===== src/rtl/factor_pkg.sv =====
// Shared types and defaults for the trial-division factor sequencer.
// Defaults cover every 8-bit input's primality check.
package factor_pkg;

  localparam int WIDTH_DEF   = 8;
  localparam int MAX_DIV_DEF = 19;
  localparam int FACTORS_W   = MAX_DIV_DEF - 1;
  localparam int DIV_W       = 5;

  typedef enum logic [2:0] {
    IDLE,
    LOAD,
    DIVIDE,
    CHECK,
    DONE
  } state_t;

endpackage


===== src/rtl/factor_sequencer_serial_remainder.sv =====
// Restoring serial remainder unit, one dividend bit per cycle.
// Remainder is valid WIDTH cycles after load and holds until the next load.
module serial_remainder
  import factor_pkg::*;
#(
  parameter int WIDTH = WIDTH_DEF
) (
  input  logic             clk,
  input  logic             reset,
  input  logic             load,
  input  logic [WIDTH-1:0] dividend,
  input  logic [DIV_W-1:0] divisor,
  output logic [DIV_W-1:0] remainder,
  output logic             valid
);

  localparam int CW = $clog2(WIDTH + 1);

  logic [WIDTH-1:0] q;
  logic [CW-1:0]    cnt;
  logic [DIV_W:0]   trial;
  logic [DIV_W:0]   div_ext;

  always_comb begin
    trial   = {remainder, q[WIDTH-1]};
    div_ext = {1'b0, divisor};
  end

  always_ff @(posedge clk or posedge reset) begin
    if (reset) begin
      remainder <= '0;
      q         <= '0;
      cnt       <= '0;
      valid     <= 1'b0;
    end else if (load) begin
      remainder <= '0;
      q         <= dividend;
      cnt       <= CW'(WIDTH);
      valid     <= 1'b0;
    end else if (cnt != '0) begin
      q     <= q << 1;
      cnt   <= cnt - CW'(1);
      valid <= (cnt == CW'(1));
      if (trial >= div_ext)
        remainder <= DIV_W'(trial - div_ext);
      else
        remainder <= trial[DIV_W-1:0];
    end
  end

endmodule


===== src/rtl/factor_sequencer.sv =====
// Multi-cycle trial-division controller: sweeps divisors 2..MAX_DIVISOR
// through one serial remainder unit and publishes factor bits and a prime flag.
module factor_sequencer
  import factor_pkg::*;
#(
  parameter int WIDTH       = WIDTH_DEF,
  parameter int MAX_DIVISOR = MAX_DIV_DEF
) (
  input  logic                   clk,
  input  logic                   reset,
  input  logic                   start,
  input  logic                   abort,
  input  logic [WIDTH-1:0]       number,
  output logic                   busy,
  output logic                   done,
  output logic [MAX_DIVISOR-2:0] factors,
  output logic                   is_prime
);

  localparam int FW = MAX_DIVISOR - 1;
  localparam int BW = $clog2(WIDTH);
  localparam logic [DIV_W-1:0] D_LAST = DIV_W'(MAX_DIVISOR);

  state_t            state;
  logic [WIDTH-1:0]  n_q;
  logic [DIV_W-1:0]  d;
  logic [BW-1:0]     bit_cnt;
  logic [FW-1:0]     acc;
  logic              composite;

  logic              rem_load;
  logic [DIV_W-1:0]  rem_div;
  logic [DIV_W-1:0]  rem;
  logic              rem_valid;
  logic              hit;
  logic [2*WIDTH-1:0] d_ext;
  logic [2*WIDTH-1:0] d_sq;
  logic [2*WIDTH-1:0] n_ext;
  logic [FW-1:0]     bit_sel;
  logic [FW-1:0]     acc_nxt;
  logic              comp_nxt;
  logic              last_d;
  logic              in_sweep;

  // CHECK reloads the unit with the next divisor in the same cycle.
  always_comb begin
    last_d   = (d == D_LAST);
    in_sweep = (state == LOAD) || (state == DIVIDE)
            || (state == CHECK);
    rem_load = (state == LOAD)
            || ((state == CHECK) && !last_d);
    rem_div  = (state == CHECK) ? d + DIV_W'(1) : d;
    hit      = rem_valid && (rem == '0);
    d_ext    = {{(2*WIDTH-DIV_W){1'b0}}, d};
    d_sq     = d_ext * d_ext;
    n_ext    = {{WIDTH{1'b0}}, n_q};
    bit_sel  = FW'(1) << (d - DIV_W'(2));
    acc_nxt  = acc;
    comp_nxt = composite;
    if (hit && (n_q != '0))
      acc_nxt = acc | bit_sel;
    if (hit && (d_sq <= n_ext))
      comp_nxt = 1'b1;
  end

  serial_remainder #(
    .WIDTH(WIDTH)
  ) u_rem (
    .clk      (clk),
    .reset    (reset),
    .load     (rem_load),
    .dividend (n_q),
    .divisor  (rem_div),
    .remainder(rem),
    .valid    (rem_valid)
  );

  always_ff @(posedge clk or posedge reset) begin
    if (reset) begin
      state     <= IDLE;
      n_q       <= '0;
      d         <= DIV_W'(2);
      bit_cnt   <= '0;
      acc       <= '0;
      composite <= 1'b0;
      busy      <= 1'b0;
      done      <= 1'b0;
      factors   <= '0;
      is_prime  <= 1'b0;
    end else begin
      done <= 1'b0;
      if (abort && in_sweep) begin
        state <= IDLE;
        busy  <= 1'b0;
      end else begin
        unique case (state)
          IDLE: begin
            if (start && !abort) begin
              n_q       <= number;
              d         <= DIV_W'(2);
              acc       <= '0;
              composite <= 1'b0;
              busy      <= 1'b1;
              state     <= LOAD;
            end
          end
          LOAD: begin
            bit_cnt <= '0;
            state   <= DIVIDE;
          end
          DIVIDE: begin
            if (bit_cnt == BW'(WIDTH - 1))
              state <= CHECK;
            else
              bit_cnt <= bit_cnt + BW'(1);
          end
          CHECK: begin
            acc       <= acc_nxt;
            composite <= comp_nxt;
            if (last_d) begin
              factors  <= acc_nxt;
              is_prime <= (n_q >= WIDTH'(2)) && !comp_nxt;
              done     <= 1'b1;
              state    <= DONE;
            end else begin
              d       <= d + DIV_W'(1);
              bit_cnt <= '0;
              state   <= DIVIDE;
            end
          end
          DONE: begin
            busy  <= 1'b0;
            state <= IDLE;
          end
          default: state <= IDLE;
        endcase
      end
    end
  end

endmodule


===== config.mk =====
export PLATFORM = sky130hd
export DESIGN_NAME = factor_sequencer
export DESIGN_NICKNAME = d
export VERILOG_FILES = /design/src/rtl/factor_pkg.sv /design/src/rtl/factor_sequencer_serial_remainder.sv /design/src/rtl/factor_sequencer.sv
export SDC_FILE = /design/constraint.sdc
export NUM_CORES = 1
export LEC_CHECK = 0
export ABC_AREA = 1
export CAP_MARGIN = 25
export CORE_ASPECT_RATIO = 1.5
export CORE_MARGIN = 1.5
export CORE_UTILIZATION = 35
export CTS_BUF_LIST = sky130_fd_sc_hd__clkbuf_4 sky130_fd_sc_hd__clkbuf_8
export DETAILED_ROUTE_END_ITERATION = 8
export GPL_ROUTABILITY_DRIVEN = 0
export PLACE_DENSITY = 0.56
export RECOVER_POWER = 50
export REMOVE_ABC_BUFFERS = 1
export SETUP_SLACK_MARGIN = 0.15
export SKIP_LAST_GASP = 1
export SYNTH_ARGS = -nofsm -noshare
export SYNTH_HDL_FRONTEND = slang
export SYNTH_SLANG_ARGS = --single-unit

===== constraint.sdc =====
create_clock -name clk -period 3.4 [get_ports clk]
set_input_delay 0.68 -clock clk [delete_from_list [all_inputs] [get_ports clk]]
set_output_delay 0.68 -clock clk [all_outputs]
set_load 0.005 [all_outputs]

==> summary by stage <==
Final layout
The sequential cell area is 1928 um2. The area added between synthesis and finish is 16.69%. The finished layout cell area is 5475 um2.

The library cells used most frequently in the layout, excluding fill and tap cells, are 113 x sky130_fd_sc_hd__nand2_1, 76 x sky130_fd_sc_hd__dfrtp_1, 71 x sky130_fd_sc_hd__inv_1. The fraction of final layout cells sized beyond drive strength 1 is 0.1172. The final layout contains 671 nets.

In the final layout, the multi-input gates occupy 2406 um2. After filler insertion, the fill cell instance count of the layout stands at 1355. 0 antenna diodes ended up in the layout. Leaving out fill and tap cells, the most frequent cell in the layout is sky130_fd_sc_hd__nand2_1.

STA
The final count of hold timing violations is 0. In the finished design, the share of the clock period the worst path needs comes to 1.069. The slew at the pin with the worst max-slew slack is 1.556 ns. The smallest clock period supported by the final layout is computed as 3.634 ns.

Derived from the worst setup path, the maximum achievable clock frequency is 275.2 MHz. In the post-route analysis, the smallest setup slack over all paths is -0.2342 ns. The worst-case clock skew is 0.009283 ns.

The relative slew slack is -0.03732. Setup repair after global routing could not meet its margin everywhere. The final setup violation count is 2. The max-slew violation count is 30.

Synth
The share of synthesized area in the top cell type comes to 0.4053. By area, the combinational part of the netlist is dominated by simple AND/OR/NAND/NOR gates. Measured against the total synthesized area, the mux share comes to 0. By area the synthesized netlist is led by sky130_fd_sc_hd__dfrtp_1 41%, sky130_fd_sc_hd__ha_1 9.6%, sky130_fd_sc_hd__nand2_1 9.4%, sky130_fd_sc_hd__a21oi_1 6.1%, sky130_fd_sc_hd__inv_1 5.8%. The synthesized instance count is 574. The area of the mapped netlist is 4692 um2. For this run, the number of Yosys warnings is 0. The synthesized design contains 77 register bits. After synthesis, the netlist uses 39 different library cells. Of the total synthesized cell area, the portion taken by full adders, half adders and majority gates is 0.1131. The complex-gate fraction of the synthesized area is 0.1555. The simple-gate share of the synthesized area is 0.2104. A synthesized cell averages 8.174 um2. The share of the synthesized netlist area taken by xor and xnor gates is 0.01893. The sequential cell area fraction in the yosys report is 0.4109. The most area-hungry cell type in the Yosys netlist is sky130_fd_sc_hd__dfrtp_1.

Clocking
TritonCTS built the clock tree. The deepest clock path buffer count is 2. The clock latency at the later pin of the worst-skew pair is 0.36 ns. The clock drives 77 sinks.

After clock tree synthesis, the clock-pin slew on the worst setup and hold paths is 0.08 ns. The number of clock buffers inserted by TritonCTS is 9. The H-tree was split into 3 levels. The number of hold buffers added after CTS was 0. The clock root buffer is sky130_fd_sc_hd__clkbuf_8.

Routing
The total detailed-routing wirelength is 10600 um. The number of routed nets with antenna violations is 0. The number of design rule violations left after detail routing is 0. The total number of vias is 3864. The DRC violation total after the first TritonRoute iteration is 184. The detailed-route wire length per cell is 13.56 um. In the routed layout, each cell is associated on average with a via count of 4.941. The length of the first detailed-routing pass in iterations is 4.

Placed design
The HPWL after detailed placement is 7883 um. The total cell area at the placement stage is 5206 um2. The count of input and output buffers is 32.

Timing analysis after detailed placement gives a worst setup slack of -0.4259 ns.

Floorplanning
The die footprint is 14120 um2. 33 I/O pins were placed. The effective utilization at floorplan is 0.3604. The initialized floorplan defines 51 standard-cell rows.

In this run the standard cell core region covers 13020 um2. The width of the die is 97.54 um. The y dimension of the die is 144.8 um.

Global route
The number of global-route vias before repair came to 3879. The number of antenna violations at the first check in global routing came to 0. The maximum number of pins on one net before global-route repair is 41. Across every metal layer, demand over resource in global routing totals 0.1575.

The wire length of the first global-routing pass is 18020 um. For this run the aggregate overflow at the end of global routing stands at 0.

Run status
The run finished, with violations left. The checks that failed: max-capacitance violations, max-slew violations, negative setup slack.

Power
The power density over the cells is 631.1 nW/um2. The peak supply drop is 0.0002092 V. The leakage dissipation is 2.591 nW.

Critical path
The category of the worst setup path launch point is a flip-flop. The register-to-register path setup slack is -0.23 ns. The worst endpoint data arrival time is 3.89 ns. The required time reported for the critical path endpoint is 3.66 ns.

The critical-path maximum fanout is 4. The endpoint type of the worst setup path is a flip-flop. By startpoint and endpoint, the worst setup path is classified as flip-flop to flip-flop.

Hold path
The path category of the worst min-delay check is flip-flop to flip-flop.

Run
The total of max-cap violations is 1.
-- where the power goes --
part	internal (mW)	total, mW	leakage (nW)	switching, mW
clock	0.362	0.699	0.103	0.337
sequential	1.12	1.26	1.02	0.137
combinational	0.555	1.50	1.47	0.941
-- logic make-up after synthesis --
group / Yosys count
simple gates: 219
compound gates: 135
buf+inv: 95
flops: 77
fa+ha+maj: 40
xor+xnor: 8
-- per-stage QoR --
stage                     utilization  instances  TNS (ns)  total power, mW  hold WS (ns)
after global routing           0.4206        782   -0.7522            3.768        0.5177
after CTS                      0.4194        780   -0.5437            3.487        0.4935
after floorplan                     -        557   -0.7832            2.337        0.4494
final                          0.4206        782   -0.4453            3.456        0.4881
after detailed placement       0.3999        765   -0.8343            2.767        0.4656
after global placement         0.3999        765   -0.6506            2.726        0.4675
-- synth_stat cells (all sizes together) --
| cell | count |
|---|---|
| a21oi | 58 |
| a31o | 1 |
| a31oi | 2 |
| buf | 16 |
| clkbuf | 1 |
| clkinv | 2 |
| dfrtp | 76 |
| dfstp | 1 |
| fa | 4 |
| ha | 36 |
| inv | 76 |
| nand2 | 123 |
| nand3 | 22 |
| nand3b | 1 |
| nand4 | 7 |
| nor2 | 49 |
| nor3 | 13 |
| nor4 | 1 |
| o211ai | 5 |
| o21a | 5 |
| o21ai | 54 |
| o22ai | 9 |
| o32ai | 1 |
| or2 | 3 |
| xnor2 | 7 |
| xor2 | 1 |
-- per-layer routing --
layer,share of wire,global-route usage,up-vias
met2,0.51,0.2789,61
met1,0.44,0.1875,1812
met4,0.020,0.06541,0
li1,-,-,1972
met5,0,0,-
met3,0.025,0.03026,19
-- worst paths after layout --
check	from	endpoint	cells past startpoint
max	d[1]	is_prime	20
min reg2reg	factors[6]	factors[6]	2
max reg2reg	d[1]	is_prime	20
min	factors[6]	factors[6]	2
max in group asynchronous	reset	d[2]	3
min in group asynchronous	reset	factors[16]	2
-- final cells by class --
cell class / instances / share of cell area
multi-input combinational: 402 / 0.4394
sequential: 77 / 0.3521
timing repair buffer: 51 / 0.08272
inverter: 78 / 0.05393
tap: 159 / 0.03633
clock buffer: 11 / 0.02651
clock inverter: 4 / 0.008912
-- repair_timing --
action	CTS	global route
buffers inserted	0	2
resized for setup	10	10
hold endpoints to repair	0	0
pin swaps	12	9
setup endpoints to repair	2	5
-- flip-flops by register name, indices dropped and copies added (netlist names) --
| name | count |
|---|---|
| d | 5 |
| state | 3 |
| is_prime | 1 |
| u_rem.remainder | 5 |
| factors | 18 |
| done | 1 |
| acc | 18 |
| n_q | 8 |
| bit_cnt | 3 |
| u_rem.valid | 1 |
| u_rem.q | 8 |
| u_rem.cnt | 4 |
| composite | 1 |
| busy | 1 |
-- critical path: stages (launching register included) --
cell,delay (ns)
sky130_fd_sc_hd__dfstp_2,0.54
sky130_fd_sc_hd__nand2_2,0.06
sky130_fd_sc_hd__fa_1,0.46
sky130_fd_sc_hd__fa_1,0.53
sky130_fd_sc_hd__inv_2,0.05
sky130_fd_sc_hd__ha_4,0.20
sky130_fd_sc_hd__a31o_4,0.23
sky130_fd_sc_hd__ha_4,0.31
sky130_fd_sc_hd__nand2_4,0.06
sky130_fd_sc_hd__nor2_2,0.08
sky130_fd_sc_hd__nor2_1,0.05
sky130_fd_sc_hd__xnor2_1,0.12
sky130_fd_sc_hd__ha_1,0.30
sky130_fd_sc_hd__nand2_1,0.09
sky130_fd_sc_hd__inv_2,0.04
sky130_fd_sc_hd__nand2_1,0.07
sky130_fd_sc_hd__nand2_1,0.05
sky130_fd_sc_hd__nand2_1,0.06
sky130_fd_sc_hd__nand3_2,0.10
sky130_fd_sc_hd__nand3_2,0.07
sky130_fd_sc_hd__nand2_1,0.04
Power figures use the tool's default switching activity.
